<file path="config.mk">
export PLATFORM = sky130hd
export DESIGN_NAME = jam_lane_sched
export DESIGN_NICKNAME = d
export VERILOG_FILES = /design/src/rtl/jam_lane_sched.sv
export SDC_FILE = /design/constraint.sdc
export NUM_CORES = 1
export LEC_CHECK = 0
export CAP_MARGIN = 25
export CORE_MARGIN = 10
export CORE_UTILIZATION = 39
export CTS_BUF_LIST = sky130_fd_sc_hd__clkbuf_4
export DETAILED_ROUTE_END_ITERATION = 8
export RECOVER_POWER = 25
export REMOVE_ABC_BUFFERS = 1
export SLEW_MARGIN = 20
export SYNTH_ARGS = -nofsm -noshare
export SYNTH_HDL_FRONTEND = slang
export SYNTH_SLANG_ARGS = --single-unit
</file>
<file path="constraint.sdc">
create_clock -name clk -period 1.8 [get_ports clk]
set_input_delay 0.36 -clock clk [delete_from_list [all_inputs] [get_ports clk]]
set_output_delay 0.36 -clock clk [all_outputs]
set_load 0.02 [all_outputs]
</file>
<file path="src/rtl/jam_lane_sched.sv">
// Jam-mode lane scheduler: grants one jammed lane at a time, round-robin,
// with a fixed green time followed by an all-off clearance interval.
module jam_lane_sched #(
    parameter int GREEN_CYC = 20,
    parameter int CLEAR_CYC = 3,
    parameter int CNT_W     = 8
) (
    input  logic       clk,
    input  logic       rst_n,
    input  logic       jam_op_en,
    input  logic       jam_counter_en,
    input  logic       traffic_jam_0,
    input  logic       traffic_jam_1,
    input  logic       traffic_jam_2,
    input  logic       traffic_jam_3,
    output logic       allow_0_jam,
    output logic       allow_1_jam,
    output logic       allow_2_jam,
    output logic       allow_3_jam,
    output logic [1:0] cur_lane,
    output logic       busy
);

    generate
        if (GREEN_CYC < 1 || CLEAR_CYC < 1) begin : g_bad_cycles
            $error("jam_lane_sched: GREEN_CYC and CLEAR_CYC must be >= 1");
        end
        if (((GREEN_CYC - 1) >> CNT_W) != 0 || ((CLEAR_CYC - 1) >> CNT_W) != 0) begin : g_bad_cnt_w
            $error("jam_lane_sched: CNT_W too narrow for GREEN_CYC/CLEAR_CYC");
        end
    endgenerate

    localparam logic [CNT_W-1:0] GREEN_LAST = CNT_W'(GREEN_CYC - 1);
    localparam logic [CNT_W-1:0] CLEAR_LAST = CNT_W'(CLEAR_CYC - 1);

    typedef enum logic [1:0] {
        IDLE,
        SELECT,
        GREEN,
        CLEAR
    } state_t;

    state_t           state, state_nx;
    logic [CNT_W-1:0] cnt, cnt_nx;
    logic [1:0]       last_lane, last_nx;
    logic [3:0]       req;
    logic [3:0]       allow_q;
    logic             found;
    logic [1:0]       pick;

    assign req = {traffic_jam_3, traffic_jam_2, traffic_jam_1, traffic_jam_0};

    // Round-robin search starting just after the last served lane; the
    // fourth candidate wraps back to last_lane itself.
    always_comb begin : search
        logic [1:0] cand;
        // NOTE: every always_comb output gets a default first so no path can infer a latch.
        found = 1'b0;
        pick  = last_lane;
        cand  = '0;
        for (int k = 1; k <= 4; k++) begin
            cand = last_lane + 2'(k);
            if (!found && req[cand]) begin
                found = 1'b1;
                pick  = cand;
            end
        end
    end

    always_comb begin : next_state
        state_nx = state;
        cnt_nx   = cnt;
        last_nx  = last_lane;
        if (!jam_op_en) begin
            state_nx = IDLE;
            cnt_nx   = '0;
        end else begin
            unique case (state)
                IDLE: state_nx = SELECT;
                SELECT: begin
                    if (found) begin
                        state_nx = GREEN;
                        last_nx  = pick;
                        cnt_nx   = '0;
                    end
                end
                GREEN: begin
                    if (jam_counter_en) begin
                        if (cnt == GREEN_LAST) begin
                            state_nx = CLEAR;
                            cnt_nx   = '0;
                        end else begin
                            cnt_nx = cnt + 1'b1;
                        end
                    end
                end
                CLEAR: begin
                    if (jam_counter_en) begin
                        if (cnt == CLEAR_LAST) begin
                            state_nx = SELECT;
                            cnt_nx   = '0;
                        end else begin
                            cnt_nx = cnt + 1'b1;
                        end
                    end
                end
                default: state_nx = IDLE;
            endcase
        end
    end

    // Outputs are registered from the next-state decode, so they line up
    // cycle-for-cycle with the state register and never glitch.
    always_ff @(posedge clk or negedge rst_n) begin
        if (!rst_n) begin
            // NOTE: sequential state uses non-blocking assignments; reset is asynchronous so grants drop at once.
            state     <= IDLE;
            cnt       <= '0;
            last_lane <= 2'd3;
            allow_q   <= '0;
            cur_lane  <= '0;
            busy      <= 1'b0;
        end else begin
            state     <= state_nx;
            cnt       <= cnt_nx;
            last_lane <= last_nx;
            if (state_nx == GREEN) begin
                allow_q  <= 4'b0001 << last_nx;
                cur_lane <= last_nx;
                busy     <= 1'b1;
            end else begin
                allow_q  <= '0;
                cur_lane <= '0;
                busy     <= 1'b0;
            end
        end
    end

    assign allow_0_jam = allow_q[0];
    assign allow_1_jam = allow_q[1];
    assign allow_2_jam = allow_q[2];
    assign allow_3_jam = allow_q[3];

endmodule
</file>
==> results of run 1 <==
==> layout make-up <==
type / count / area, µm² / area share
multi-input combinational: 81 / 593 / 0.411
sequential: 19 / 478 / 0.331
timing repair buffer: 35 / 294 / 0.204
tap: 30 / 37.5 / 0.0260
clock buffer: 4 / 30.0 / 0.0208
inverter: 3 / 11.3 / 0.00780
==> worst max-delay path by stage <==
stage,end,cells after the start
after floorplan,state[1]$_DFF_PN0_,4
after global placement,allow_q[1]$_DFF_PN0_,5
after detailed placement,allow_q[3]$_DFF_PN0_,6
after CTS,state[1]$_DFF_PN0_,4
after global routing,state[1]$_DFF_PN0_,4
final,state[1]$_DFF_PN0_,4
==> metrics by stage <==
| stage | setup TNS (ps) | util | cell area, µm² |
|---|---|---|---|
| 2_1_floorplan | 0 | - | 1060 |
| 3_3_place_gp | -1400 | 0.543 | 1380 |
| 3_5_place_dp | -1940 | 0.543 | 1380 |
| 4_1_cts | -3.80 | 0.560 | 1430 |
| 5_1_grt | -10.9 | 0.567 | 1440 |
| 6_report | 0 | 0.567 | 1440 |
==> power breakdown <==
| part | internal (mW) | switching (mW) | total (mW) |
|---|---|---|---|
| Combinational | 0.170 | 0.186 | 0.356 |
| Clock | 0.101 | 0.131 | 0.232 |
| Sequential | 0.496 | 0.0601 | 0.556 |
==> cell usage in the layout (no fill, tap or decap), types with 2 or more instances in the layout <==
master / Yosys / layout
sky130_fd_sc_hd__a21o_1: 2 / 2
sky130_fd_sc_hd__a21oi_1: 3 / 2
sky130_fd_sc_hd__a22o_1: 6 / 6
sky130_fd_sc_hd__and3_1: 2 / 2
sky130_fd_sc_hd__buf_4: 0 / 20
sky130_fd_sc_hd__clkbuf_4: 0 / 4
sky130_fd_sc_hd__clkdlybuf4s50_1: 0 / 13
sky130_fd_sc_hd__dfrtp_1: 17 / 17
sky130_fd_sc_hd__dfstp_2: 2 / 2
sky130_fd_sc_hd__ha_1: 2 / 2
sky130_fd_sc_hd__inv_1: 2 / 2
sky130_fd_sc_hd__nand2_1: 7 / 7
sky130_fd_sc_hd__nand2b_1: 4 / 4
sky130_fd_sc_hd__nand3_1: 2 / 2
sky130_fd_sc_hd__nand3b_1: 4 / 4
sky130_fd_sc_hd__nor2_1: 8 / 8
sky130_fd_sc_hd__nor2b_1: 2 / 2
sky130_fd_sc_hd__nor3_1: 3 / 3
sky130_fd_sc_hd__nor4_2: 1 / 2
sky130_fd_sc_hd__o21ai_0: 2 / 2
sky130_fd_sc_hd__o21ai_1: 3 / 3
sky130_fd_sc_hd__o31ai_1: 5 / 5
==> sequential cells by signal, indices dropped and copies added, names as in the netlist <==
name	flops
busy	1
state	2
last_lane	2
cnt	8
cur_lane	2
allow_q	4
==> critical path: cells and delay by family (launching register included) <==
kind,cells,cell delay (ps)
DFF,1,400
and+or+nand+nor,3,1160
AOI/OAI and AO/OA,1,130
==> what timing repair did <==
action | CTS | global route
resized for setup | 0 | 4
pin swaps | 4 | 4
endpoints found under the setup margin | 3 | 6
buffers inserted | 2 | 0
==> cell families (layout without fill, tap and decap cells) <==
logic type               count (synthesis)  count (layout)
AO/OA/AOI/OAI                           31              31
adder cells (fa/ha/maj)                  2               2
buffers and inverters                    3              42
flip-flops                              19              19
multiplexers                             1               1
AND/OR/NAND/NOR                         47              47
==> per-layer routing <==
| metal | global-route usage | share of wire |
|---|---|---|
| met1 | 0.130 | 0.48 |
| met2 | 0.137 | 0.45 |
| met3 | 0.0272 | 0.061 |
| met4 | 0.0387 | 0.0085 |
| met5 | 0 | 0 |
==> impl_summary.md, run 1 <==
Run status
The flow ran to the end, and the final reports show no timing, DRC or antenna violations.

Synthesis
The number of different library cells used by synthesis comes to 44. The yosys synthesis warning count is 0. The per-instance average area after synthesis is 10.3 µm². The cell count after synthesis is 103. In this run, synthesis produced a sequential element count of 19. Ranked by instance count, the synthesized netlist is headed by sky130_fd_sc_hd__dfrtp_1, sky130_fd_sc_hd__nor2_1, sky130_fd_sc_hd__nand2_1, sky130_fd_sc_hd__a22o_1, sky130_fd_sc_hd__o31ai_1. The simple-gate share of the synthesized area is 0.276. The cell taking the most area after synthesis is sky130_fd_sc_hd__dfrtp_1. Measured against the total synthesized area, the mux share comes to 0.0106. The adder-cell share of the synthesized area is 0.0236. For this run, the leading register cell type out of synthesis is sky130_fd_sc_hd__dfrtp_1. For this run, asynchronously set or reset flops after synthesis account for 1.00.

The synthesized design contains 0 enable-type register cells. The compound-gate portion of the synthesized area is 0.229. In the post-synthesis netlist, the cell with the most instances is sky130_fd_sc_hd__dfrtp_1. Yosys attributes the largest share of cell area to sky130_fd_sc_hd__dfrtp_1, sky130_fd_sc_hd__dfstp_2, sky130_fd_sc_hd__a22o_1. Of the synthesized area, sequential elements account for 0.450. By area, the combinational part of the netlist is dominated by simple AND/OR/NAND/NOR gates. The share of the synthesized area in the top cell type is 0.401. Of the total synthesized cell area, the portion taken by XOR and XNOR cells is 0. The total standard cell area after synthesis is 1060 µm².

Floorplanning
The die is 72.2 µm tall. The number of I/O pins is 15. The initial cell density of the core is 0.417. The floorplan step set the die width to 72.2 µm. The die covers 5210 µm². The core footprint is 2540 µm².

The standard-cell row count is 18.

CTS
The number of buffers added by the clock tree synthesis step is 3. The clock-pin slew of the registers on the worst-case setup and hold paths is 110 ps. The clock latency at the later pin of the worst-skew pair is 290 ps. The sink count of the clock tree is 19. The CTS H-tree depth is 1. The clock tree from TritonCTS is built. The largest buffer count on any clock path is 2. The count of hold-fix buffers inserted at cts is 0. Clock tree synthesis selected as its root buffer the cell sky130_fd_sc_hd__clkbuf_4.

Global routing
The number of antenna violations at the first check in global routing is 0. The total track usage is 0.0955. The first global-routing pass estimated 4000 µm of wire. The sum of overflow across all layers after global routing is 0. The number of global-route vias before repair came to 858. The largest net degree at the start of global routing is 13.

Flow run
The number of maximum-capacitance violations is 0.

Setup path
The largest individual stage delay along the critical path comes from the cell sky130_fd_sc_hd__or4_4. The kind of critical path is flop to flop. Measured in cells, the most critical reg-to-reg path has a length of 4. For this run, the slowest stage of the critical path takes 570 ps. The capture instance of the worst register-to-register path is state[1]$_DFF_PN0_. STA puts the critical path data arrival time at 1980 ps.

At the worst endpoint, the required time is 2000 ps. In this run the worst path has a maximum fanout of 2. The reg2reg setup slack is 20 ps. The launch point of the critical path is cnt[2]$_DFFE_PN0P_. The worst setup path is launched from a flop. Walking the worst path, the cells encountered are or4_4 > or4b_4 > a21oi_2 > nor2b_1. The start of the worst register-to-register path is cnt[2]$_DFFE_PN0P_. STA classifies the critical path endpoint as a flop.

Placement
At the placement stage, the worst setup path has a slack of -185 ps. The total placed cells including tap cells is 166. Summed over all nets, the half-perimeter wirelength after detailed placement is 1980 µm. At the end of routability-driven placement, the weighted congestion stood at 0.872. The count of buffers added on input and output ports is 14.

Power and ir drop
Power spread over the standard cell area amounts to 793 nW/µm². VDD sags by at most 546 µV. The overall power consumption is 1.15 mW. The reported leakage power is 0.642 nW.

Timing
The hold violation count in the final report is 0. The maximum clock skew at final layout is 9.87 ps. At the pin with the least slew margin, the transition time is 659 ps. The worst slew margin relative to its limit is 0.561. The final critical path time including I/O delays and setup is 1780 ps.

In the finished design, the share of the clock period the worst path needs comes to 0.987. The minimum hold slack is 408 ps. For this run, the top clock speed supported by timing is 0.563 GHz.

Setup violations remaining at the end of the flow were counted as 0. Setup slack closes at 23.3 ps. The max-slew violation count came to 0.

Setup repair after global routing could not meet its margin everywhere.

Detailed routing
The first-iteration detailed-routing DRC count is 56. The via density per instance is 5.58. The DRC violations left is 0. The detail route stage leaves a number of antenna-violating nets equal to 0. Summing over every cut layer, the via total after detailed routing is 960.

The routed length per placed instance is 14.3 µm. Before antenna repair, the detailed router went through 4 iterations. The final layout contains routed wiring with a total length of 2470 µm.

Cells and area
The antenna cell count is 0. The fraction of final layout cells with drive strength greater than 1 is 0.268. Relative to the synthesized area, the layout overhead comes to 36.1%. The post-layout net count is 153.

The final cell count without fillers is 172. The fill cell instance count of the final layout is 235.

Worst hold path
The worst hold-check path type is input port to asynchronous set/reset pin.
(Power assumes the default switching activity.)
==> inputs of run 2 (changes only) <==
--- a/config.mk
+++ b/config.mk
@@ -7,9 +7,10 @@
 export LEC_CHECK = 0
 export CAP_MARGIN = 25
 export CORE_MARGIN = 10
-export CORE_UTILIZATION = 39
+export CORE_UTILIZATION = 50
 export CTS_BUF_LIST = sky130_fd_sc_hd__clkbuf_4
 export DETAILED_ROUTE_END_ITERATION = 8
+export PLACE_DENSITY_LB_ADDON = 0.25
 export RECOVER_POWER = 25
 export REMOVE_ABC_BUFFERS = 1
 export SLEW_MARGIN = 20
==> impl_summary.md, run 2 (synthesized netlist as in run 1, its figures left out) <==
Flow run
The number of maximum-capacitance violations came to 0 (unchanged).

Cells and area
The register with the most flip-flops is cnt. The fraction of final layout cells with drive strength greater than 1 is 0.259 (-0.00861). The post-layout net count is 150 (-2.0%). The largest registers in the layout are cnt: 8 flops, allow_q: 4 flops. The flip-flop count of the largest register after layout is 8 (unchanged).

The post-route cell area is 1430 µm² (-1.1%). The area growth from synthesis to final layout is 34.6%. In the layout the commonest cells are sky130_fd_sc_hd__dfrtp_1, sky130_fd_sc_hd__buf_4, sky130_fd_sc_hd__clkdlybuf4s50_1.

The antenna cell count is 0 (unchanged).

Setup path
The maximum single-stage delay on the critical path was 570 ps (about the same). The maximum fanout along the worst path is 2 (unchanged). Broken down by cell family, the worst path's largest delay share belongs to simple AND/OR/NAND/NOR gates.

The critical path goes through or4_4 > or4b_4 > a21oi_2 > nor2b_1. The worst path required time is 2010 ps (about the same). The arrival time at the worst endpoint is 1970 ps (about the same). The cell with the largest stage delay on the worst path is sky130_fd_sc_hd__or4_4. STA classifies the critical path startpoint as a flop. The element type at the critical path end is a flop. The total buffers and inverters traversed by the critical path was 0 (unchanged). By startpoint and endpoint, the worst setup path is classified as flop to flop.

Floorplanning
The die span in x is 66.1 µm (-8.4%). The standard-cell row count is 16 (-2). The number of I/O pins is 15 (unchanged).

The vertical die dimension is 66.1 µm (-8.4%). The initial cell density of the core was 0.535 (+0.118). The core footprint was 1980 µm² (-22%). The total die area is 4360 µm² (-16%).

Placement
The post-placement cell area came to 1360 µm² (-1.4%). The number of input and output port buffers inserted was 14 (unchanged). The HPWL after detailed placement is 1860 µm (-6.0%).

The placer's final routability congestion estimate is 0.875 (+0.26%).

Timing
The ratio of final minimum period to clock period is 0.981 (-0.00650). The maximum operating frequency is 0.567 GHz (+0.66%). The minimum hold slack is 365 ps (-42.5 ps).

The maximum clock skew at final layout is 5.84 ps (-4.03 ps). The transition time of the tightest slew-check pin is 645 ps (-13.6 ps). The final critical path time including I/O delays and setup is 1770 ps (-11.7 ps). The total setup violations reported at the end of the flow came to 0 (unchanged).

The max-slew violation count is 0 (unchanged). The hold violation count in the final report came to 0 (unchanged). The worst slew margin relative to its limit came to 0.570 (+0.00904).

The sum of negative setup slack was 0 ps (unchanged). Setup repair after global routing could not meet its margin everywhere.

Power and ir drop
The reported leakage power is 0.618 nW (-3.8%). The worst-case vdd ir drop was 593 µV (+8.7%). The total power density per cell area is 787 nW/µm² (-0.81%).

Run status
The flow ran to the end, and the final reports show no timing, DRC or antenna violations.

CTS
The clock tree from TritonCTS is built. The sink count of the clock tree is 19 (unchanged). The clock-pin slew of the registers on the worst-case setup and hold paths is 110 ps (about the same). The number of buffers added by the clock tree synthesis step came to 3 (unchanged). The largest buffer count on any clock path is 2 (unchanged). The clock latency at the later pin of the worst-skew pair is 300 ps (about the same). The count of hold-fix buffers inserted at cts is 0 (unchanged). The CTS H-tree depth came to 1 (unchanged).

The root buffer cell chosen for the clock tree is sky130_fd_sc_hd__clkbuf_4.

Detailed routing
The count of vias placed by the detailed router is 1,000 (+4.2%). The via density per instance is 6.02 (+7.9%). The routed length per placed instance came to 15.5 µm (+8.1%). The DRC violations left is 0 (unchanged). The number of detailed-routing iterations run before antenna repair is 4 (unchanged). The aggregate routed wire length is 2570 µm (+4.3%). The count of nets left with antenna violations after detail routing was 0 (unchanged). The first-iteration detailed-routing DRC count came to 59 (+5.4%).

Global routing
The sum of overflow across all layers after global routing is 0 (unchanged). The global-route wire length before repair is 4080 µm (+1.9%). The number of global-route vias before repair was 946 (+10%). The number of antenna violations at the first check in global routing is 0 (unchanged). The largest net degree at the start of global routing came to 14 (+1).

The total track usage came to 0.115 (+0.0193).

Worst hold path
The path class of the tightest hold or removal check is input port to asynchronous set/reset pin.
## run 2: cell types whose count changed in the layout (fill, tap and decap cells not counted), sizes merged
cell,before,now
clkbuf,5,4
buf,20,17
clkinvlp,0,1
## run 2: what timing repair did
| action | CTS | global route |
|---|---|---|
| endpoints found under the setup margin | 1 | 8 |
| setup buffers | 1 | 0 |
| pin swaps | 1 | 5 |
| resized for setup | 2 | 6 |
## run 2: report_power, final
part	internal, mW	switching, mW
clock	0.0849	0.134
sequential	0.496	0.0581
combinational	0.170	0.180
## run 2: routing by layer
metal | global-route usage | vias up | part of all wire
li1 | - | 475 | -
met3 | 0.0288 | 7 | 0.075
met4 | 0.0419 | 0 | 0.020
met2 | 0.184 | 46 | 0.46
met1 | 0.145 | 472 | 0.44
met5 | 0 | - | 0
## run 2: final timing paths
check	from	cells after the start	slack [ps]	endpoint
worst min register to register	last_lane[0]$_DFF_PN1_	2	630	allow_q[0]$_DFF_PN0_
worst max register to register	cnt[6]$_DFFE_PN0P_	4	30	state[1]$_DFF_PN0_
worst min-delay path	rst_n	1	370	allow_q[1]$_DFF_PN0_
worst max-delay path	cnt[6]$_DFFE_PN0P_	4	30	state[1]$_DFF_PN0_
max in group asynchronous	rst_n	2	530	cnt[1]$_DFFE_PN0P_
min in group clk	last_lane[0]$_DFF_PN1_	2	630	allow_q[0]$_DFF_PN0_
## run 2: metrics by stage
step | total power, mW | util | instances | setup slack, ps
6_report | 1.12 | 0.720 | 166 | 35.0
4_1_cts | 1.12 | 0.710 | 166 | 10.2
5_1_grt | 1.19 | 0.720 | 166 | -17.0
2_1_floorplan | 0.740 | - | 103 | 36.3
3_5_place_dp | 0.898 | 0.688 | 161 | -180
3_3_place_gp | 0.888 | 0.688 | 161 | -143
## run 2: final cells by class
cell class	instances	area (µm²)
clock buffers	3	22.5
clock inverters	1	7.51
fillers	139	554
inverters	3	11.3
multi-input cells	81	598
flip-flops and latches	19	479
well taps	27	33.8
repair buffers	32	275
==> inputs of run 3 (changes only) <==
--- a/config.mk
+++ b/config.mk
@@ -7,7 +7,7 @@
 export LEC_CHECK = 0
 export CAP_MARGIN = 25
 export CORE_MARGIN = 10
-export CORE_UTILIZATION = 50
+export CORE_UTILIZATION = 40
 export CTS_BUF_LIST = sky130_fd_sc_hd__clkbuf_4
 export DETAILED_ROUTE_END_ITERATION = 8
 export PLACE_DENSITY_LB_ADDON = 0.25
==> impl_summary.md, run 3 (synthesized netlist as in run 1, its figures left out) <==
Cells and area
The fraction of final layout cells with drive strength greater than 1 came to 0.291 (+0.0318). The flip-flop count of the largest register after layout was 8 (unchanged). The area used by multi-input combinational logic is 616 µm² (+2.9%). The area of all sequential standard cells is 478 µm² (-0.26%).

The fill cell instance count of the final layout came to 210 (+51%). Relative to the synthesized area, the layout overhead comes to 37.9%. Leaving out fill and tap cells, the most frequent cells in the layout are sky130_fd_sc_hd__buf_4, sky130_fd_sc_hd__dfrtp_1, sky130_fd_sc_hd__clkdlybuf4s50_1. The commonest non-fill, non-tap cell in the layout is sky130_fd_sc_hd__buf_4.

The antenna cell count is 0 (unchanged). The post-route cell area is 1460 µm² (+2.5%). The largest registers in the layout are cnt: 8 flops, allow_q: 4 flops. The post-layout net count is 152 (+1.3%).

The final cell count without fillers is 171 (+3.0%). The register with the most flip-flops is cnt.

Setup path
The maximum fanout along the worst path came to 7 (+5). The total buffers and inverters traversed by the critical path is 1 (+1). The type of element launching the critical path is a flop. The kind of critical path is flop to flop. The family with the most delay on the worst path is compound AO/OA/AOI/OAI gates. The element type at the critical path end is a flop. The arrival time at the worst endpoint is 2000 ps (+30 ps). The start of the worst register-to-register path is cnt[6]$_DFFE_PN0P_.

For this design, the slowest cell found on the critical path is sky130_fd_sc_hd__or4_4. The maximum single-stage delay on the critical path came to 570 ps (about the same). The signal on the critical path passes through or4_4 > a211oi_4 > buf_6 > o31ai_1 > a22o_1.

The launch point of the critical path is cnt[6]$_DFFE_PN0P_. The worst path required time is 1990 ps (-20 ps). The reg2reg setup slack is -3 ps (-40 ps).

Detailed routing
The routed length per placed instance was 15.6 µm (+0.59%). The count of vias placed by the detailed router is 1,014 (+1.4%). The aggregate routed wire length is 2660 µm (+3.6%). The via density per instance was 5.93 (-1.6%). The first-iteration detailed-routing DRC count was 40 (-32%).

The DRC violations left is 0 (unchanged). The number of detailed-routing iterations run before antenna repair is 4 (unchanged). The count of nets left with antenna violations after detail routing is 0 (unchanged).

Timing
The max-slew violation count came to 0 (unchanged). The worst slew margin relative to its limit is 0.304 (-0.266). The total setup violations reported at the end of the flow was 1 (+1). The final critical path time including I/O delays and setup is 1800 ps (+38.3 ps). The maximum operating frequency is 0.555 GHz (-2.1%). The hold violation count in the final report is 0 (unchanged). The maximum clock skew at final layout is 11.9 ps (+6.07 ps).

The transition time of the tightest slew-check pin is 1040 ps (+399 ps). The ratio of final minimum period to clock period is 1.00 (+0.0213). The final worst setup slack is -3.30 ps (-38.3 ps). Setup repair after global routing could not meet its margin everywhere.

Floorplanning
The core footprint is 2500 µm² (+26%). The vertical die dimension is 71.5 µm (+8.2%). The total die area was 5110 µm² (+17%). The die span in x came to 71.5 µm (+8.2%).

The number of I/O pins is 15 (unchanged). The standard-cell row count came to 18 (+2). The initial cell density of the core was 0.424 (-0.111).

Power and ir drop
The reported leakage power came to 0.635 nW (+2.7%). The sequential cell fraction of total power is 0.477 (-0.016). The total power density per cell area was 802 nW/µm² (+1.9%). The worst-case vdd ir drop is 554 µV (-6.5%). The switching power share of the total came to 0.332 (+0.000661).

The switching power came to 389 µW (+4.6%). The internal power of the cells is 783 µW (+4.3%). The clock network power share was 0.200 (+0.005). The relative contribution of combinational cells to total power is 0.323 (+0.012).

Placement
The HPWL after detailed placement was 1960 µm (+5.4%). The total placed cells including tap cells was 164 (+1.9%). The placer's final routability congestion estimate was 0.829 (-5.2%). The number of input and output port buffers inserted is 14 (unchanged). The post-placement cell area is 1370 µm² (+0.28%).

Global routing
The global-route wire length before repair is 4280 µm (+4.9%). The largest net degree at the start of global routing is 20 (+6). The number of antenna violations at the first check in global routing was 0 (unchanged). The sum of overflow across all layers after global routing is 0 (unchanged). The number of global-route vias before repair is 960 (+1.5%).

The total track usage is 0.0981 (-0.0168).

Worst hold path
The tightest min-delay check is of the flop to flop type. The start point of the worst min-delay path is cnt[1]$_DFFE_PN0P_.

Flow run
The number of maximum-capacitance violations is 0 (unchanged).

CTS
The CTS H-tree depth came to 1 (unchanged). The clock latency at the later pin of the worst-skew pair was 290 ps (about the same). The largest buffer count on any clock path is 2 (unchanged).

The count of hold-fix buffers inserted at cts was 0 (unchanged). The sink count of the clock tree is 19 (unchanged). The number of buffers added by the clock tree synthesis step was 3 (unchanged). The clock-pin slew of the registers on the worst-case setup and hold paths was 120 ps (about the same).

The clock tree from TritonCTS is built. The master cell of the clock root buffer is sky130_fd_sc_hd__clkbuf_4.

Run status
The final reports fail on setup timing. The run finished, with violations left.
## run 3: changes by cell type in the layout (fill, tap and decap cells not counted)
cell / before / now
sky130_fd_sc_hd__a41oi_1: 1 / 0
sky130_fd_sc_hd__a41oi_2: 0 / 1
sky130_fd_sc_hd__buf_4: 16 / 18
sky130_fd_sc_hd__clkbuf_4: 3 / 4
sky130_fd_sc_hd__clkinvlp_4: 1 / 0
sky130_fd_sc_hd__dfrtp_1: 16 / 17
sky130_fd_sc_hd__dfrtp_2: 1 / 0
sky130_fd_sc_hd__ha_1: 2 / 1
sky130_fd_sc_hd__ha_2: 0 / 1
sky130_fd_sc_hd__o21ai_1: 3 / 1
sky130_fd_sc_hd__o21ai_2: 0 / 2
## run 3: layout make-up
| type | count | share of cell area |
|---|---|---|
| multi-input cells | 81 | 0.421 |
| clock buffers | 4 | 0.0205 |
| flip-flops and latches | 19 | 0.327 |
| inverters | 3 | 0.00770 |
| well taps | 30 | 0.0257 |
| repair buffers | 34 | 0.198 |
## run 3: worst paths after layout
kind / endpoint / depth (start not counted)
worst max-delay path: cnt[7]$_DFFE_PN0P_ / 5
worst min-delay path: cnt[1]$_DFFE_PN0P_ / 1
worst max register to register: cnt[7]$_DFFE_PN0P_ / 5
worst min register to register: cnt[1]$_DFFE_PN0P_ / 1
max in group asynchronous: state[0]$_DFF_PN0_ / 2
min in group asynchronous: cur_lane[1]$_DFF_PN0_ / 2
## run 3: power groups by stage
| stage | logic, mW | clock network, mW | registers (mW) |
|---|---|---|---|
| 6_report | 0.378 | 0.235 | 0.559 |
| 5_1_grt | 0.410 | 0.259 | 0.571 |
| 4_1_cts | 0.358 | 0.235 | 0.558 |
| 3_5_place_dp | 0.356 | 0 | 0.566 |
| 3_3_place_gp | 0.346 | 0 | 0.557 |
| 2_1_floorplan | 0.167 | 0 | 0.573 |
## run 3: worst reg2reg max path: cells and delay by family, from the launching register on
kind | cells | cell delay (ps)
compound gates | 3 | 570
simple gates | 1 | 570
flops | 1 | 410
buf+inv | 1 | 160
## run 3: metal layers
layer / vias to the layer above / wire [µm] / GRT usage
li1: 481 / - / -
met1: 494 / 1170 / 0.117
met2: 37 / 1310 / 0.166
met3: 2 / 161 / 0.0289
met4: 0 / 21 / 0.0280
met5: - / 0 / 0
## run 3: through the flow
step	power, mW	hold WS [ps]	TNS, ps	setup slack [ps]	util
2_1_floorplan	0.740	64.4	0	36.3	-
3_3_place_gp	0.904	603	-1670	-168	0.547
3_5_place_dp	0.922	604	-2750	-251	0.547
4_1_cts	1.15	411	0	6.43	0.563
5_1_grt	1.24	684	-66.4	-35.1	0.585
6_report	1.17	643	-3.30	-3.30	0.585
## run 3: timing repair
item	in CTS	in global routing
setup buffers	1	2
cloned	0	0
pin swaps	1	9
resized for setup	1	10
setup endpoints to repair	1	15
